`config.mk`:
```
export PLATFORM = sky130hd
export DESIGN_NAME = ram_arbiter_flat
export DESIGN_NICKNAME = d
export VERILOG_FILES = /design/src/rtl/ram_arbiter_if.sv /design/src/rtl/ram_arbiter.sv /design/src/flat_wrapper.sv
export SDC_FILE = /design/constraint.sdc
export NUM_CORES = 1
export LEC_CHECK = 0
export BUFFER_PORTS_ARGS = -buffer_cell sky130_fd_sc_hd__buf_4
export CAP_MARGIN = 40
export CORE_AREA = 10 10 102 95
export DETAILED_ROUTE_END_ITERATION = 10
export DIE_AREA = 0 0 112 105
export GPL_TIMING_DRIVEN = 0
export PLACE_DENSITY = 0.63
export SLEW_MARGIN = 20
export SYNTH_ARGS = -nofsm -noshare
export SYNTH_HDL_FRONTEND = slang
export SYNTH_SLANG_ARGS = --single-unit
```
`constraint.sdc`:
```
create_clock -name clk -period 2 [get_ports clk]
set_input_delay 0.4 -clock clk [delete_from_list [all_inputs] [get_ports clk]]
set_output_delay 0.4 -clock clk [all_outputs]
set_load 0.02 [all_outputs]
```
`src/rtl/ram_arbiter_if.sv`:
```
// Bundle of the two requester ports and the single-port RAM bus seen by
// the arbiter. The arbiter takes the slave view; the requesters and the
// RAM model together take the master view.
interface ram_arbiter_if #(
    parameter int ADDR_W = 16,
    parameter int DATA_W = 8
);
    logic              req0;
    logic              req1;
    logic              we0;
    logic              we1;
    logic [ADDR_W-1:0] addr0;
    logic [ADDR_W-1:0] addr1;
    logic [DATA_W-1:0] wdata0;
    logic [DATA_W-1:0] wdata1;
    logic              ack0;
    logic              ack1;
    logic              rvalid0;
    logic              rvalid1;
    logic [DATA_W-1:0] rdata0;
    logic [DATA_W-1:0] rdata1;
    logic              ramCs;
    logic              ramWe;
    logic              ramRe;
    logic [ADDR_W-1:0] ramAddr;
    logic [DATA_W-1:0] ramDataOut;
    logic [DATA_W-1:0] ramDataIn;
    logic              busy;

    modport slave (
        input  req0, req1, we0, we1, addr0, addr1, wdata0, wdata1, ramDataIn,
        output ack0, ack1, rvalid0, rvalid1, rdata0, rdata1,
               ramCs, ramWe, ramRe, ramAddr, ramDataOut, busy
    );

    modport master (
        output req0, req1, we0, we1, addr0, addr1, wdata0, wdata1, ramDataIn,
        input  ack0, ack1, rvalid0, rvalid1, rdata0, rdata1,
               ramCs, ramWe, ramRe, ramAddr, ramDataOut, busy
    );
endinterface

```
`src/rtl/ram_arbiter.sv`:
```
// Two-requester round-robin arbiter in front of a single-port synchronous
// RAM. One command in flight at a time: IDLE -> ISSUE (-> CAPTURE for
// reads) -> IDLE. Every output comes straight from a flop.
module ram_arbiter #(
    parameter int ADDR_W = 16,
    parameter int DATA_W = 8
) (
    input  logic          clk,
    input  logic          rstN,
    ram_arbiter_if.slave  bus
);
    localparam logic [1:0] IDLE    = 2'd0;
    localparam logic [1:0] ISSUE   = 2'd1;
    localparam logic [1:0] CAPTURE = 2'd2;

    logic [1:0]        state_q,      state_d;
    logic              last_grant_q, last_grant_d;
    logic              gnt_q,        gnt_d;
    logic              lat_we_q,     lat_we_d;
    logic              ack0_q,       ack0_d;
    logic              ack1_q,       ack1_d;
    logic              rvalid0_q,    rvalid0_d;
    logic              rvalid1_q,    rvalid1_d;
    logic [DATA_W-1:0] rdata0_q,     rdata0_d;
    logic [DATA_W-1:0] rdata1_q,     rdata1_d;
    logic              ram_cs_q,     ram_cs_d;
    logic              ram_we_q,     ram_we_d;
    logic              ram_re_q,     ram_re_d;
    logic [ADDR_W-1:0] ram_addr_q,   ram_addr_d;
    logic [DATA_W-1:0] ram_dout_q,   ram_dout_d;
    logic              busy_q,       busy_d;

    // Winner of the current arbitration round and its command fields
    logic              pick;
    logic              sel_we;
    logic [ADDR_W-1:0] sel_addr;
    logic [DATA_W-1:0] sel_wdata;

    // Round-robin pick: a lone requester wins; on a tie the one not served last wins
    always_comb begin
        pick      = bus.req1 && (!bus.req0 || !last_grant_q);
        sel_we    = pick ? bus.we1    : bus.we0;
        sel_addr  = pick ? bus.addr1  : bus.addr0;
        sel_wdata = pick ? bus.wdata1 : bus.wdata0;
    end

    // Next-state and next-output logic; RAM strobes and acks are computed one
    // cycle early so that they appear registered during the ISSUE cycle
    always_comb begin
        state_d      = state_q;
        last_grant_d = last_grant_q;
        gnt_d        = gnt_q;
        lat_we_d     = lat_we_q;
        ack0_d       = 1'b0;
        ack1_d       = 1'b0;
        rvalid0_d    = 1'b0;
        rvalid1_d    = 1'b0;
        rdata0_d     = rdata0_q;
        rdata1_d     = rdata1_q;
        ram_cs_d     = 1'b0;
        ram_we_d     = 1'b0;
        ram_re_d     = 1'b0;
        ram_addr_d   = ram_addr_q;
        ram_dout_d   = ram_dout_q;

        case (state_q)
            IDLE: begin
                if (bus.req0 || bus.req1) begin
                    state_d      = ISSUE;
                    last_grant_d = pick;
                    gnt_d        = pick;
                    lat_we_d     = sel_we;
                    ack0_d       = !pick;
                    ack1_d       = pick;
                    ram_cs_d     = 1'b1;
                    ram_we_d     = sel_we;
                    ram_re_d     = !sel_we;
                    ram_addr_d   = sel_addr;
                    ram_dout_d   = sel_we ? sel_wdata : '0;
                end
            end
            ISSUE: begin
                // Writes are done once the RAM has seen the strobe; reads
                // need one more cycle for the RAM to present its data
                state_d = lat_we_q ? IDLE : CAPTURE;
            end
            CAPTURE: begin
                state_d = IDLE;
                if (gnt_q) begin
                    rdata1_d  = bus.ramDataIn;
                    rvalid1_d = 1'b1;
                end else begin
                    rdata0_d  = bus.ramDataIn;
                    rvalid0_d = 1'b1;
                end
            end
            default: begin
                state_d = IDLE;
            end
        endcase

        busy_d = (state_d != IDLE);
    end

    // State and output registers; reset aborts any command in flight
    always_ff @(posedge clk or negedge rstN) begin
        if (!rstN) begin
            state_q      <= IDLE;
            last_grant_q <= 1'b1;
            gnt_q        <= 1'b0;
            lat_we_q     <= 1'b0;
            ack0_q       <= 1'b0;
            ack1_q       <= 1'b0;
            rvalid0_q    <= 1'b0;
            rvalid1_q    <= 1'b0;
            rdata0_q     <= '0;
            rdata1_q     <= '0;
            ram_cs_q     <= 1'b0;
            ram_we_q     <= 1'b0;
            ram_re_q     <= 1'b0;
            ram_addr_q   <= '0;
            ram_dout_q   <= '0;
            busy_q       <= 1'b0;
        end else begin
            state_q      <= state_d;
            last_grant_q <= last_grant_d;
            gnt_q        <= gnt_d;
            lat_we_q     <= lat_we_d;
            ack0_q       <= ack0_d;
            ack1_q       <= ack1_d;
            rvalid0_q    <= rvalid0_d;
            rvalid1_q    <= rvalid1_d;
            rdata0_q     <= rdata0_d;
            rdata1_q     <= rdata1_d;
            ram_cs_q     <= ram_cs_d;
            ram_we_q     <= ram_we_d;
            ram_re_q     <= ram_re_d;
            ram_addr_q   <= ram_addr_d;
            ram_dout_q   <= ram_dout_d;
            busy_q       <= busy_d;
        end
    end

    assign bus.ack0       = ack0_q;
    assign bus.ack1       = ack1_q;
    assign bus.rvalid0    = rvalid0_q;
    assign bus.rvalid1    = rvalid1_q;
    assign bus.rdata0     = rdata0_q;
    assign bus.rdata1     = rdata1_q;
    assign bus.ramCs      = ram_cs_q;
    assign bus.ramWe      = ram_we_q;
    assign bus.ramRe      = ram_re_q;
    assign bus.ramAddr    = ram_addr_q;
    assign bus.ramDataOut = ram_dout_q;
    assign bus.busy       = busy_q;
endmodule

```
`src/flat_wrapper.sv`:
```
// flat-port wrapper written by rule: the top's interface ports become plain ports
module ram_arbiter_flat 
#(
    parameter int ADDR_W = 16,
    parameter int DATA_W = 8
)
  (clk, rstN, bus_req0, bus_req1, bus_we0, bus_we1, bus_addr0, bus_addr1, bus_wdata0, bus_wdata1, bus_ramDataIn, bus_ack0, bus_ack1, bus_rvalid0, bus_rvalid1, bus_rdata0, bus_rdata1, bus_ramCs, bus_ramWe, bus_ramRe, bus_ramAddr, bus_ramDataOut, bus_busy);
  ram_arbiter_if #(.ADDR_W(ADDR_W), .DATA_W(DATA_W)) bus_i ();
  input  logic clk;
  input  logic rstN;
  input wire logic [$bits(bus_i.req0)-1:0] bus_req0;
  input wire logic [$bits(bus_i.req1)-1:0] bus_req1;
  input wire logic [$bits(bus_i.we0)-1:0] bus_we0;
  input wire logic [$bits(bus_i.we1)-1:0] bus_we1;
  input wire logic [$bits(bus_i.addr0)-1:0] bus_addr0;
  input wire logic [$bits(bus_i.addr1)-1:0] bus_addr1;
  input wire logic [$bits(bus_i.wdata0)-1:0] bus_wdata0;
  input wire logic [$bits(bus_i.wdata1)-1:0] bus_wdata1;
  input wire logic [$bits(bus_i.ramDataIn)-1:0] bus_ramDataIn;
  output wire logic [$bits(bus_i.ack0)-1:0] bus_ack0;
  output wire logic [$bits(bus_i.ack1)-1:0] bus_ack1;
  output wire logic [$bits(bus_i.rvalid0)-1:0] bus_rvalid0;
  output wire logic [$bits(bus_i.rvalid1)-1:0] bus_rvalid1;
  output wire logic [$bits(bus_i.rdata0)-1:0] bus_rdata0;
  output wire logic [$bits(bus_i.rdata1)-1:0] bus_rdata1;
  output wire logic [$bits(bus_i.ramCs)-1:0] bus_ramCs;
  output wire logic [$bits(bus_i.ramWe)-1:0] bus_ramWe;
  output wire logic [$bits(bus_i.ramRe)-1:0] bus_ramRe;
  output wire logic [$bits(bus_i.ramAddr)-1:0] bus_ramAddr;
  output wire logic [$bits(bus_i.ramDataOut)-1:0] bus_ramDataOut;
  output wire logic [$bits(bus_i.busy)-1:0] bus_busy;
  assign bus_i.req0 = bus_req0;
  assign bus_i.req1 = bus_req1;
  assign bus_i.we0 = bus_we0;
  assign bus_i.we1 = bus_we1;
  assign bus_i.addr0 = bus_addr0;
  assign bus_i.addr1 = bus_addr1;
  assign bus_i.wdata0 = bus_wdata0;
  assign bus_i.wdata1 = bus_wdata1;
  assign bus_i.ramDataIn = bus_ramDataIn;
  assign bus_ack0 = bus_i.ack0;
  assign bus_ack1 = bus_i.ack1;
  assign bus_rvalid0 = bus_i.rvalid0;
  assign bus_rvalid1 = bus_i.rvalid1;
  assign bus_rdata0 = bus_i.rdata0;
  assign bus_rdata1 = bus_i.rdata1;
  assign bus_ramCs = bus_i.ramCs;
  assign bus_ramWe = bus_i.ramWe;
  assign bus_ramRe = bus_i.ramRe;
  assign bus_ramAddr = bus_i.ramAddr;
  assign bus_ramDataOut = bus_i.ramDataOut;
  assign bus_busy = bus_i.busy;
  ram_arbiter #(.ADDR_W(ADDR_W), .DATA_W(DATA_W)) u_core (.clk(clk), .rstN(rstN), .bus(bus_i));
endmodule
```
==> results.sh <==
export IMPL_status="finished, final reports clean"
export IMPL_slowest_stage="dfrtp_1"
export IMPL_path_clk_slew_ns=0.10
export IMPL_p_per_area_mw_per_mm2=1530
export IMPL_finalSetupViolations=0
export IMPL_crit_fanout=10
export IMPL_final_core_util=0.449
export IMPL_cts_max_level=2
export IMPL_pwr_share_seq=0.367
export IMPL_row_count=30
export IMPL_ys_top_cells_by_count="52 x dfrtp_1, 36 x mux2_2, 16 x nand2_1"
export IMPL_slew_violations=0
export IMPL_die_h_um=105
export IMPL_grt_pass1_wl_um=9960
export IMPL_r2r_setup_slack_ns=0.36
export IMPL_antenna_found_initial=0
export IMPL_avgViaCountPerCell=4.52
export IMPL_drv_cap=0
export IMPL_core_area_mm2=0.00747
export IMPL_worst_pin_slew_ns=0.677
export IMPL_drive_gt1_frac=0.622
export IMPL_dp_hpwl_um=4880
export IMPL_vias=1690
export IMPL_grt_max_degree=54
export IMPL_p_total_mw=5.11
export IMPL_finalSetupTns_ns=0
export IMPL_ys_seq_elements=53
export IMPL_cts_sinks=53
export IMPL_portBuffers=107
export IMPL_hold_viol=0
export IMPL_reg2reg_depth=5
export IMPL_cp_required_ns=2.19
export IMPL_maxSlewHeadroom=0.549
export IMPL_drt_antenna_violating_nets=0
export IMPL_grt_pass1_vias=1881
export IMPL_drc=0
export IMPL_synthCells=163
export IMPL_swShare=0.377
export IMPL_syn_to_final_growth_pct=43.2
export IMPL_clock_skew_ns=0.00977
export IMPL_combPwrFrac=0.515
export IMPL_timing_fmax_ghz=0.611
export IMPL_ys_seq_area_frac=0.567
export IMPL_antenna_cells=0
export IMPL_die_area_mm2=0.0118
export IMPL_p_sw_mw=1.93
export IMPL_syn_area_per_cell_um2=14.4
export IMPL_p_leak_nw=1.68
export IMPL_synth_edff_count=0
export IMPL_crit_chain="nor2_2 > o21ai_0 > inv_2 > buf_4 > mux2_2"
export IMPL_min_period_over_period=0.818
export IMPL_max_stage_delay_ns=0.42
export IMPL_cp_data_arrival_time_ns=1.83
export IMPL_cts_hold_buf=0
export IMPL_cts_buffer_depth=2
export IMPL_cp_start_kind="flip-flop"
export IMPL_synthTopCellsByArea="dfrtp_1 56%, mux2_2 17%, mux2_4 7.7%"
export IMPL_vdd_drop_max_uv=685
export IMPL_gp_congestion=0.714
export IMPL_internal_power_mw=3.19
export IMPL_reg2reg_from="u_core.state_q[0]"
export IMPL_crit_start="u_core.state_q[0]"
export IMPL_crit_path_end="u_core.bus.ramAddr[7]"
export IMPL_yosysTopAreaCell="dfrtp_1"
export IMPL_min_delay_path_class="primary input to async pin"
export IMPL_start_util=0.313
export IMPL_wl_per_cell_um=16.9
export IMPL_gr_total_overflow=0
export IMPL_r2r_end="u_core.bus.ramAddr[7]"
export IMPL_critPathKind="flip-flop to flip-flop"
export IMPL_cts_root_buf="clkbuf_8"
export IMPL_postCtsSetupBuffers=0
export IMPL_cts_resized=0
export IMPL_synth_area_mm2=0.00234
export IMPL_cp_top_family="flip-flops"
export IMPL_first_pass_iters=3
export IMPL_synthFlopType="dfrtp_1"
export IMPL_crit_cells=5
export IMPL_numCtsBuffers=5
export IMPL_yosysMostFrequentCell="dfrtp_1"
export IMPL_wl_um=6330
export IMPL_clk_latency_ns=0.30
export IMPL_ys_warn_count=0
export IMPL_synth_cell_types=25
export IMPL_period_needed_ns=1.64
export IMPL_crit_buf_inv=2
export IMPL_synth_net_count=225
export IMPL_final_nets=339
export IMPL_ios=110
export IMPL_p_clk_frac=0.118
export IMPL_cts_tree="yes"
export IMPL_die_w_um=112
export IMPL_fill_cells=711
export IMPL_rsz0062_at_grt="false"
export IMPL_drt_iter0_markers=47
export IMPL_grtUsageTotal=0.102
export IMPL_cp_end_kind="flip-flop"
export IMPL_synthArstFlopShare=1.00
export IMPL_synth_top_area_share=0.556
-- cell type report --
| cell class | instances | area, µm² | area share |
|---|---|---|---|
| flip-flops and latches | 53 | 1330 | 0.396 |
| multi-input cells | 96 | 923 | 0.276 |
| repair buffers | 107 | 803 | 0.240 |
| well taps | 96 | 120 | 0.0358 |
| plain buffers | 10 | 73.8 | 0.0220 |
| clock buffers | 6 | 72.6 | 0.0217 |
| clock inverters | 2 | 15.0 | 0.00448 |
| inverters | 4 | 15.0 | 0.00448 |
-- power groups by stage --
stage          clock, mW  sequential [mW]  combinational, mW
2_1_floorplan          0             2.45              0.990
3_5_place_dp           0             1.90               2.70
5_1_grt            0.675             1.94               2.83
3_3_place_gp           0             1.88               2.67
6_report           0.604             1.88               2.63
4_1_cts            0.633             1.88               2.70
-- flip-flops by register name, summed over array words and instances (netlist names), 2 cells and up --
signal	count
u_core.bus.ramAddr	16
u_core.bus.ramDataOut	8
u_core.bus.rdata0	8
u_core.bus.rdata1	8
u_core.state_q	2
-- worst min path at each step --
| stage | startpoint | end | cells after the start |
|---|---|---|---|
| floorplan | rstN | u_core.bus.ack0 | 0 |
| global placement | u_core.lat_we_q | u_core.state_q[1] | 1 |
| detailed placement | u_core.lat_we_q | u_core.state_q[1] | 1 |
| CTS | rstN | u_core.bus.rdata1[7] | 1 |
| global route | rstN | u_core.bus.rdata1[7] | 1 |
| finish | rstN | u_core.bus.rdata1[7] | 1 |
-- worst reg2reg max path: stages, from the launching register on --
cell,delay [ns]
dfrtp_1,0.42
nor2_2,0.22
o21ai_0,0.18
inv_2,0.14
buf_4,0.23
mux2_2,0.35
-- placed cells by master, fill, tap and decap left out, drive strengths merged --
cell type,synthesis,routed
a221o,4,4
a21boi,1,1
nor4bb,1,1
clkinvlp,0,2
mux2i,10,10
mux2,48,48
nor2,4,4
clkbuf,3,9
o21ai,1,1
and4bb,3,3
inv,4,4
nand2,16,16
dfrtp,52,52
and2,2,2
a21o,2,2
nand3b,1,1
nor3b,2,2
dfstp,1,1
buf,7,114
nand2b,1,1
-- through the flow --
step                hold WS, ns  area [µm²]  cells  setup WS [ns]
CTS                       0.156        3350    374          0.302
detailed placement        0.437        3260    366          0.320
global placement          0.429        3260    366          0.318
floorplan                 0.104        2340    163          0.511
global route              0.174        3350    374          0.207
finish                    0.124        3350    374          0.363
-- per-layer routing --
layer / part of all wire / track usage
met1: 0.44 / 0.121
met2: 0.45 / 0.162
met3: 0.11 / 0.0543
met4: 0.0016 / 0.0163
met5: 0 / 0
-- kinds of logic (layout without fill, tap and decap cells) --
group           after synthesis  count (layout)  share of synthesized area
buf+inv                      14             129                     0.0380
compound gates                8               8                     0.0305
mux                          58              58                      0.293
simple gates                 30              30                     0.0711
flops                        53              53                      0.567
(Power assumes the default switching activity.)
